===== config.mk =====
export PLATFORM = sky130hd
export DESIGN_NAME = awg_fifo_unpacker
export DESIGN_NICKNAME = d
export VERILOG_FILES = /design/src/rtl/awg_pkg.sv /design/src/rtl/awg_sat_counter.sv /design/src/rtl/awg_fifo_unpacker.sv
export SDC_FILE = /design/constraint.sdc
export NUM_CORES = 1
export LEC_CHECK = 0
export ABC_AREA = 1
export BUFFER_PORTS_ARGS = -buffer_cell sky130_fd_sc_hd__buf_2
export CAP_MARGIN = 20
export CORE_AREA = 2 2 238 240
export DETAILED_ROUTE_END_ITERATION = 8
export DIE_AREA = 0 0 240 242
export HOLD_SLACK_MARGIN = 0.05
export PLACE_DENSITY = 0.69
export SLEW_MARGIN = 30
export SYNTH_ARGS = -nofsm -noshare
export SYNTH_HDL_FRONTEND = slang
export SYNTH_HIERARCHICAL = 1
export SYNTH_SLANG_ARGS = --single-unit
export TNS_END_PERCENT = 50

===== constraint.sdc =====
create_clock -name clk -period 23 [get_ports clk]
set_input_delay 5.75 -clock clk [delete_from_list [all_inputs] [get_ports clk]]
set_output_delay 5.75 -clock clk [all_outputs]
set_load 0.1 [all_outputs]

===== src/rtl/awg_pkg.sv =====
// Shared types and helpers for the AWG sample-buffer unpacking path.
package awg_pkg;

    typedef enum logic [1:0] {IDLE, PRIME, RUN, DRAIN} unpack_state_t;

    function automatic int beats_per_word(input int data_w, input int lanes, input int sample_w);
        return data_w / (lanes * sample_w);
    endfunction

endpackage


===== src/rtl/awg_sat_counter.sv =====
// Saturating up-counter; a clear in the same cycle as an increment yields 1.
module awg_sat_counter #(
    parameter int P_WIDTH = 16
) (
    input  logic               clk,
    input  logic               rst,
    input  logic               clr,
    input  logic               inc,
    output logic [P_WIDTH-1:0] count
);

    always_ff @(posedge clk or posedge rst) begin
        if (rst) begin
            count <= '0;
        end else if (clr) begin
            count <= inc ? P_WIDTH'(1) : '0;
        end else if (inc && (count != '1)) begin
            count <= count + P_WIDTH'(1);
        end
    end

endmodule


===== src/rtl/awg_fifo_unpacker.sv =====
// Pops wide words from an FWFT FIFO and streams them out as P_LANES-sample beats,
// LSB beat first, tracking starvation while running.
module awg_fifo_unpacker
    import awg_pkg::*;
#(
    parameter int P_DATA_WIDTH   = 512,
    parameter int P_SAMPLE_WIDTH = 16,
    parameter int P_LANES        = 4,
    parameter int P_CNT_WIDTH    = 16
) (
    input  logic                              clk,
    input  logic                              rst,
    input  logic                              enable,
    input  logic                              flush,
    input  logic                              clr_status,
    input  logic [P_DATA_WIDTH-1:0]           fifo_dout,
    input  logic                              fifo_empty,
    output logic                              fifo_rd_en,
    output logic [P_LANES*P_SAMPLE_WIDTH-1:0] m_data,
    output logic                              m_valid,
    input  logic                              m_ready,
    output logic                              busy,
    output logic                              underflow,
    output logic [P_CNT_WIDTH-1:0]            underflow_cnt,
    output logic [P_CNT_WIDTH-1:0]            word_cnt
);

    localparam int BEAT_W  = P_LANES * P_SAMPLE_WIDTH;
    localparam int P_BEATS = beats_per_word(P_DATA_WIDTH, P_LANES, P_SAMPLE_WIDTH);
    localparam int IDX_W   = (P_BEATS > 1) ? $clog2(P_BEATS) : 1;

    generate
        if ((P_DATA_WIDTH % BEAT_W) != 0 || P_BEATS < 2) begin : g_bad_geometry
            $error("awg_fifo_unpacker: P_DATA_WIDTH must be a multiple (>=2) of P_LANES*P_SAMPLE_WIDTH");
        end
    endgenerate

    unpack_state_t                        state;
    unpack_state_t                        state_nxt;
    logic [P_BEATS-1:0][BEAT_W-1:0]       data_buf;
    logic                                 buf_vld;
    logic [IDX_W-1:0]                     beat_idx;
    logic                                 last;
    logic                                 xfer;
    logic                                 rd_allow;
    logic                                 underflow_evt;

    assign last          = (beat_idx == IDX_W'(P_BEATS - 1));
    assign xfer          = buf_vld && m_ready;
    assign rd_allow      = (state == PRIME) || (state == RUN);
    assign fifo_rd_en    = rd_allow && !fifo_empty && !flush && (!buf_vld || (m_ready && last));
    assign underflow_evt = (state == RUN) && m_ready && !buf_vld;
    assign m_data        = data_buf[beat_idx];
    assign m_valid       = buf_vld;
    assign busy          = (state != IDLE);

    // A pop coinciding with the last-beat accept reloads the buffer, keeping output gapless.
    always_ff @(posedge clk or posedge rst) begin
        if (rst) begin
            data_buf <= '0;
            buf_vld  <= 1'b0;
            beat_idx <= '0;
            word_cnt <= '0;
        end else if (flush) begin
            buf_vld  <= 1'b0;
            beat_idx <= '0;
        end else if (fifo_rd_en) begin
            data_buf <= fifo_dout;
            buf_vld  <= 1'b1;
            beat_idx <= '0;
            word_cnt <= word_cnt + P_CNT_WIDTH'(1);
        end else if (xfer) begin
            if (last) begin
                buf_vld <= 1'b0;
            end else begin
                beat_idx <= beat_idx + IDX_W'(1);
            end
        end
    end

    always_ff @(posedge clk or posedge rst) begin
        if (rst) begin
            state <= IDLE;
        end else begin
            state <= state_nxt;
        end
    end

    always_comb begin
        state_nxt = state;
        if (flush) begin
            state_nxt = enable ? PRIME : IDLE;
        end else begin
            case (state)
                IDLE:  if (enable) state_nxt = PRIME;
                PRIME: begin
                    if (!enable) begin
                        state_nxt = IDLE;
                    end else if (fifo_rd_en) begin
                        state_nxt = RUN;
                    end
                end
                RUN:   if (!enable) state_nxt = buf_vld ? DRAIN : IDLE;
                DRAIN: if (!buf_vld || (xfer && last)) state_nxt = IDLE;
                default: state_nxt = IDLE;
            endcase
        end
    end

    // Starvation wins over a coincident clear so no event is ever lost.
    always_ff @(posedge clk or posedge rst) begin
        if (rst) begin
            underflow <= 1'b0;
        end else if (underflow_evt) begin
            underflow <= 1'b1;
        end else if (clr_status) begin
            underflow <= 1'b0;
        end
    end

    awg_sat_counter #(
        .P_WIDTH (P_CNT_WIDTH)
    ) u_underflow_cnt (
        .clk   (clk),
        .rst   (rst),
        .clr   (clr_status),
        .inc   (underflow_evt),
        .count (underflow_cnt)
    );

endmodule


==> run metrics <==
Synth cell types 27; Clock Latency Late Sink 0.60 ns; Tot GR Track Use 27.5%; vias in the first global route 22446; FMAX 74.7 MHz; hold depth 2; Hold Crit Class reg -> reg; Final Hold Fails 0; flops & latches, synth 551; Die Span Y 242 um; Max Slew Vio Count 0; area share of the largest cell type after synthesis 52.4%; DR vias/cell 5.08; initial antenna violation count 42; switch share 40.9%; R2R cell count 12; Synth Warn # 6; Final period util 58.2%; met2 Usage GRT 44.1%; Sequential Power Share 39.5%; Worst Slack Setup Final 9.61 ns; Tmin final 13.39 ns; CTS tree done; Req. time, crit path 17.25 ns; crit path capture type output pin; CTS sink count 551; Die W 240 um; nets 4366; Mean Syn Cell Area 7.85 um^2; CP Max Fanout 66; area of the multi-input gates 10400 um^2; pwr dens 128 nW/um^2; Syn Inst Count 3351; met1 usage 35.8%; largest net degree at the start of global routing 242; half-perimeter wire length after placement 55.0 mm; CTS root buffer clkbuf_16; io pins 619; Reg clk slew, reported paths 0.06 ns; met3 Usage GRT 5.99%; LEAKAGE 16.3 nW; final hold slack 0.470 ns; first-pass GRT wire length 125 mm; H-tree levels 2; setup violators final 0; P_sw 1.64 mW; number of post-CTS setup repair buffers 0; drt total wl 82.2 mm; Combinational Power Share 36.3%; maximum VDD drop 0.0949 mV; register area 13800 um^2; Pre-antenna DRT Iters 8; share of layout cells above drive strength 1 19.4%; via count 23656; average wire per standard cell 17.6 um; Area Growth Syn to Fin 19.4%; grt total ovfl 0; Die ar. 58100 um^2; TritonCTS buffer count 59; clk buf depth 3; fillers 5247; cts hold-fix bufs 0; Max-Cap Viols 0; GPL Wtd Cong 0.899; WS Path Type in -> out; Syn Nets 3879; Core Box Area 55700 um^2; top cell type by total area after synthesis dfrtp_1; Synth Cell Area 26300 um^2; Worst Skew 0.0125 ns; 1st-iter DRT viols 1837; pre-CTS WS 9.62 ns; crit path DAT 7.64 ns; clock power share 24.2%; Seq/Total Area, Yosys 52.4%; Int Pwr 2.37 mW; DRC viols 0; most used routing layer met2; DRT antenna net count 0; PostCTS Resize Cnt 0; Slew HR 31.2%; RSZ-0062 raised after global routing false; Synth area leaders dfrtp_1, nand2_1, o21ai_0, inv_1, a21oi_1; setup TNS 0 ns; I/O Buffers 618; Starting Density 47.2%; Worst-Margin Slew 1.03 ns; row cnt 87; status finished, final reports clean; crit path launch type primary input
-- power by group through the flow --
stage	logic, mW	clock network, mW	registers (mW)
floorplan	1.15	0	1.59
global placement	1.43	0	1.58
detailed placement	1.46	0	1.60
CTS	1.46	0.988	1.59
global route	1.60	1.02	1.64
finish	1.46	0.974	1.59
-- flip-flops by register name (all words and copies together), names as in the netlist --
signal                 cells
underflow                  1
state                      2
u_underflow_cnt/count     16
m_valid                    1
data_buf                 512
beat_idx                   3
word_cnt                  16
-- cells in the final DEF, fill, tap and decap left out, types with 61 or more instances in the layout --
cell type,n
o21a_1,62
a21oi_1,130
clkbuf_16,61
inv_1,224
o21ai_0,316
nand2_1,1404
nor2_1,162
o211ai_1,62
buf_2,618
o21ai_1,76
nand3_1,86
dfrtp_1,548
-- stage by stage --
step	power, mW	area, um^2	instances	util, %
2_1_floorplan	2.73	26300	3351	-
3_3_place_gp	3.02	29300	4530	52.5
3_5_place_dp	3.05	29300	4530	52.5
4_1_cts	4.04	31200	4632	56.0
5_1_grt	4.26	31400	4651	56.3
6_report	4.02	31400	4660	56.3
-- critical path, cell delays in order --
cell and delay, ns:
buf_2 0.16, nor2_1 0.26, nand2_1 0.20, nor2_8 0.69, buf_2 0.56
-- logic make-up (layout without fill, tap and decap cells) --
group           count (synthesis)  after routing  share of synthesized area, %
buf+inv                       443            971                          8.21
flops                         551            551                          52.4
xor+xnor                       12             12                         0.400
fa+ha+maj                       9              9                         0.428
other cells                     0             25                             0
simple gates                 1687           1687                          25.0
compound gates                649            649                          13.6
-- metal layers --
layer / share of wire [%] / wire (um)
met5: 0.26 / 211
met4: 4.0 / 3300
met3: 7.2 / 5910
met2: 47 / 38800
met1: 41 / 34000
-- Yosys cell counts --
cell / n
xor2_1: 7
o22ai_1: 3
o21ai_0: 316
inv_1: 227
nor3_1: 3
inv_2: 1
o21ai_1: 76
nor2_8: 1
nand3b_1: 6
nand2_1: 1404
nor2_2: 2
nand2_2: 3
clkbuf_1: 45
ha_1: 9
o211ai_1: 62
buf_6: 36
nor2_1: 162
xnor2_1: 5
nand3_1: 87
nor2_4: 4
buf_1: 25
nand4_1: 15
dfrtp_1: 551
a21oi_1: 130
buf_4: 35
buf_2: 74
o21a_1: 62
-- final timing paths --
kind | from | to | slack (ns)
max in group asynchronous | rst | data_buf[258] | 15.41
hold / removal | data_buf[340] | data_buf[340] | 0.47
setup / recovery | flush | fifo_rd_en | 9.61
min in group asynchronous | rst | data_buf[92] | 5.12
hold reg to reg | data_buf[340] | data_buf[340] | 0.47
setup reg to reg | beat_idx[1] | data_buf[218] | 18.26
-- layout make-up --
type / instances / share of cell area, %
diodes: 25 / 0.199
clock buffers: 83 / 5.51
clock inverters: 19 / 0.781
inverters: 228 / 2.77
multi-input cells: 2357 / 33.0
flip-flops and latches: 551 / 43.9
well taps: 756 / 3.01
repair buffers: 641 / 10.8
(Power assumes the default switching activity.)
